[config.mk]
export PLATFORM = sky130hd
export DESIGN_NAME = uart_tx
export DESIGN_NICKNAME = d
export VERILOG_FILES = /design/src/rtl/uart_tx.sv
export SDC_FILE = /design/constraint.sdc
export NUM_CORES = 1
export LEC_CHECK = 0
export ABC_AREA = 1
export ABC_CLOCK_PERIOD_IN_PS = 2400
export BUFFER_PORTS_ARGS = -buffer_cell sky130_fd_sc_hd__buf_2
export CORE_MARGIN = 2
export CORE_UTILIZATION = 30
export DETAILED_ROUTE_END_ITERATION = 12
export GPL_TIMING_DRIVEN = 0
export HOLD_SLACK_MARGIN = 0.08
export PLACE_DENSITY = 0.5
export SLEW_MARGIN = 0
export SYNTH_ARGS = -nofsm -noshare
export SYNTH_HDL_FRONTEND = slang
export SYNTH_SLANG_ARGS = --single-unit
[constraint.sdc]
create_clock -name clk -period 2.4 [get_ports clk]
set_input_delay 0.24 -clock clk [delete_from_list [all_inputs] [get_ports clk]]
set_output_delay 0.24 -clock clk [all_outputs]
set_load 0.02 [all_outputs]
[src/rtl/uart_tx.sv]
// 8N1 UART transmitter with a holding register, start/load strobes and done pulse.
// Ports: clk, reset (sync, active-high), data_in[7:0], tx_load, tx_start -> tx, busy, tx_done.
module uart_tx #(
  parameter int unsigned CLKS_PER_BIT = 868
) (
  input  logic       clk,
  input  logic       reset,
  input  logic [7:0] data_in,
  input  logic       tx_load,
  input  logic       tx_start,
  output logic       tx,
  output logic       busy,
  output logic       tx_done
);

  typedef enum logic [1:0] {
    IDLE,
    START,
    DATA,
    STOP
  } state_t;

  localparam logic [15:0] BAUD_LAST = 16'(CLKS_PER_BIT - 1);

  state_t      state_q, state_d;
  logic [15:0] baud_q, baud_d;
  logic [2:0]  bit_q, bit_d;
  logic [7:0]  hold_q, hold_d;
  logic [7:0]  shift_q, shift_d;
  logic        tx_q, tx_d;
  logic        busy_q, busy_d;
  logic        done_q, done_d;
  logic        last;

  assign last = (baud_q == BAUD_LAST);

  always_comb begin
    state_d = state_q;
    baud_d  = last ? 16'd0 : baud_q + 16'd1;
    bit_d   = bit_q;
    hold_d  = hold_q;
    shift_d = shift_q;
    tx_d    = tx_q;
    busy_d  = busy_q;
    done_d  = 1'b0;

    unique case (state_q)
      IDLE: begin
        baud_d = 16'd0;
        bit_d  = 3'd0;
        tx_d   = 1'b1;
        busy_d = 1'b0;
        if (tx_load && !busy_q) begin
          hold_d = data_in;
        end
        // The done cycle blocks a restart so every frame
        // is followed by at least one observable idle cycle.
        if (tx_start && !done_q) begin
          shift_d = tx_load ? data_in : hold_q;
          busy_d  = 1'b1;
          tx_d    = 1'b0;
          state_d = START;
        end
      end
      START: begin
        if (last) begin
          state_d = DATA;
          tx_d    = shift_q[0];
        end
      end
      DATA: begin
        if (last) begin
          shift_d = {1'b0, shift_q[7:1]};
          bit_d   = bit_q + 3'd1;
          if (bit_q == 3'd7) begin
            state_d = STOP;
            tx_d    = 1'b1;
          end else begin
            tx_d = shift_q[1];
          end
        end
      end
      STOP: begin
        if (last) begin
          state_d = IDLE;
          busy_d  = 1'b0;
          done_d  = 1'b1;
          tx_d    = 1'b1;
        end
      end
      default: begin
        state_d = IDLE;
        tx_d    = 1'b1;
        busy_d  = 1'b0;
      end
    endcase
  end

  always_ff @(posedge clk) begin
    if (reset) begin
      state_q <= IDLE;
      baud_q  <= 16'd0;
      bit_q   <= 3'd0;
      hold_q  <= 8'h00;
      shift_q <= 8'h00;
      tx_q    <= 1'b1;
      busy_q  <= 1'b0;
      done_q  <= 1'b0;
    end else begin
      state_q <= state_d;
      baud_q  <= baud_d;
      bit_q   <= bit_d;
      hold_q  <= hold_d;
      shift_q <= shift_d;
      tx_q    <= tx_d;
      busy_q  <= busy_d;
      done_q  <= done_d;
    end
  end

  assign tx      = tx_q;
  assign busy    = busy_q;
  assign tx_done = done_q;

endmodule

==> flow_summary.toml <==
[outcome]
status = "finished clean"

[final_layout]
syn_to_final_growth_pct = 13.4
antenna_cells = 0
drive_gt1_frac = 0.158
nets = 340

[cts]
hold_buffers = 0
clock-sinks = 40
postCtsSetupRepairBufs = 0
clkSlewWorstSetupHoldPaths_ns = 0.09
clk-insertion-delay-late_ns = 0.29
clockBufferDepth = 2
root_buffer = "clkbuf_8"
cts_buffers = 5
cts.repair.resized = 0
htreeDepth = 2
cts_tree = "done"

[power]
leakage_nw = 1.01
seqPwrFrac = 0.375
pwr-share-comb = 0.419
switching_share = 0.398
p_clk_frac = 0.206
p_int_w = 0.00141
power_density_nw_per_um2 = 978
peakVddDrop_v = 0.000341
p_total_w = 0.00235
power.switching_w = 0.000934

[yosys]
yosysMostFrequentCell = "nand2_1"
ys.flop_type = "dfxtp_1"
synth.largest_area_cell = "dfxtp_1"
syn_inst = 301
ys_top_cells_by_count = "59 x nand2_1, 41 x nor2_1, 40 x dfxtp_1"
synthTopCellsByArea = "dfxtp_1 38%, nand2_1 10%, nor2_1 7.3%, inv_1 6.2%, a21oi_1 5.7%"
netlist_area_um2 = 2120
yosysWarnings = 0
syn_nets = 320
ys_ff_latch = 40
synth_area_per_cell_um2 = 7.03
synth_top_area_frac = 0.378
synth_edf_count = 0
postSynth.asyncResetShare = 0
ys_types = 32
seq_area_frac_synth = 0.378

[global_route]
grt_pass1_vias = 1684
antenna_found_initial = 0
overflow = 0
grt_max_degree = 14
grt_pass1_wl_um = 7760
grt.total_usage = 0.128

[sta]
rsz0062_at_grt = "false"
fmax_mhz = 583
min_period_over_period = 0.715
final.min_clock_period_ns = 1.72
fin_setup_tns_ns = 0
finalHoldViolations = 0
drv_slew = 0
tightest_slew_ns = 0.525
setup_viol = 0
skew_ns = 0.0125
max_slew_margin = 0.650
holdWs_ns = 0.169

[routing]
drtIter0Drc = 65
vias = 1822
vias_per_cell = 4.36
wl_um = 4380
firstDrtPassIters = 4
route.detailed.drc = 0
postRouteAntennaNets = 0
routedWlPerCell_um = 10.5

[worst_setup_path]
r2r_start = "state_q[0]"
cp-start-kind = "register"
critical_path_class = "register to register"
end_kind = "register"
worstPathRequired_ns = 2.60
rrSetupSlack_ns = 0.68
r2r_end = "shift_q[5]"
crit_arrival_ns = 1.91
cp_max_fo = 10
rr_worst_depth = 9

[place]
io_buffers = 13
gp_congestion = 0.796
dpl.hpwl_um = 3360

[die]
die_w_um = 88.0
rows = 30
fp.dieH_um = 88.0
design.die.area_um2 = 7740
ios = 15
initial_core_util = 0.311
core_um2 = 6790

[worst_hold_path]
hold_class = "primary input to register"
min_path_cells = 2
hold_end = "bit_q[1]"
min_from = "reset"

[job]
cap_viol_max_count = 0
[power groups by stage]
stage / sequential (W) / clock [W] / combinational, W
after global routing: 0.000899 / 0.000539 / 0.00114
after floorplan: 0.000891 / 0 / 0.000792
after global placement: 0.000894 / 0 / 0.000988
final: 0.000880 / 0.000484 / 0.000982
after CTS: 0.000881 / 0.000515 / 0.000997
after detailed placement: 0.000896 / 0 / 0.000993
[per-stage QoR]
step	worst slack, ns	instances	utilization	cell area (um^2)
after global placement	0.673	410	0.339	2300
after CTS	0.679	418	0.353	2400
final	0.684	418	0.353	2400
after global routing	0.484	418	0.353	2400
after detailed placement	0.674	410	0.339	2300
after floorplan	0.910	301	-	2120
[worst max-delay path, stage by stage, from the launching register on]
cell	delay (ns)
dfxtp_1	0.37
inv_1	0.09
ha_1	0.28
inv_2	0.14
nor2_2	0.07
nor2_1	0.25
buf_4	0.24
nand3_1	0.08
nand2_1	0.07
nor2_1	0.04
[registers in the layout (all words and copies together) (netlist names)]
name and cells:
baud_q 16, tx_done 1, bit_q 3, state_q 2, busy 1, tx 1
hold_q 8, shift_q 8
[how the worst max path moves through the flow]
stage,slack [ns],endpoint,cells past startpoint,startpoint
after detailed placement,0.67,shift_q[5],9,state_q[0]
after global routing,0.48,shift_q[1],9,state_q[0]
after CTS,0.68,shift_q[5],9,state_q[0]
after floorplan,0.91,shift_q[1],9,state_q[0]
final,0.68,shift_q[5],9,state_q[0]
after global placement,0.67,shift_q[5],9,state_q[0]
[per-layer routing]
layer  wire, um  GRT usage
met1       2270      0.182
met2       1910      0.194
met3        163     0.0302
met4         33     0.0378
met5          0          0
[cell usage in the layout (no fill, tap or decap), types with 3 or more instances in the layout]
master / Yosys / layout
inv_1: 35 / 35
nand2_1: 59 / 59
nor2_1: 41 / 41
nand3_1: 21 / 21
inv_2: 4 / 4
buf_4: 3 / 3
xor2_1: 4 / 4
a21oi_1: 24 / 24
buf_2: 2 / 15
nor2_2: 7 / 7
ha_1: 7 / 7
xnor2_1: 3 / 3
dfxtp_1: 40 / 40
o21ai_0: 23 / 23
clkbuf_8: 0 / 6
nor3_1: 3 / 3
mux2i_1: 3 / 3
nand2_2: 4 / 4
[cell families after synthesis]
| group | Yosys count | synth area share |
|---|---|---|
| DFF | 40 | 0.378 |
| adders and majority gates | 7 | 0.0414 |
| AOI/OAI and AO/OA | 51 | 0.127 |
| muxes | 3 | 0.0142 |
| and+or+nand+nor | 145 | 0.313 |
| xor gates and xnor gates | 7 | 0.0290 |
| buffers and inverters | 48 | 0.0976 |
[final cells by class]
| class | count | area, um^2 |
|---|---|---|
| clock buffers | 6 | 82.6 |
| multi-input cells | 213 | 1110 |
| plain buffers | 9 | 60.1 |
| flip-flops and latches | 40 | 801 |
| inverters | 39 | 146 |
| well taps | 96 | 120 |
| fillers | 732 | 4400 |
| clock inverters | 2 | 15.0 |
| repair buffers | 13 | 65.1 |
(Power assumes the default switching activity.)
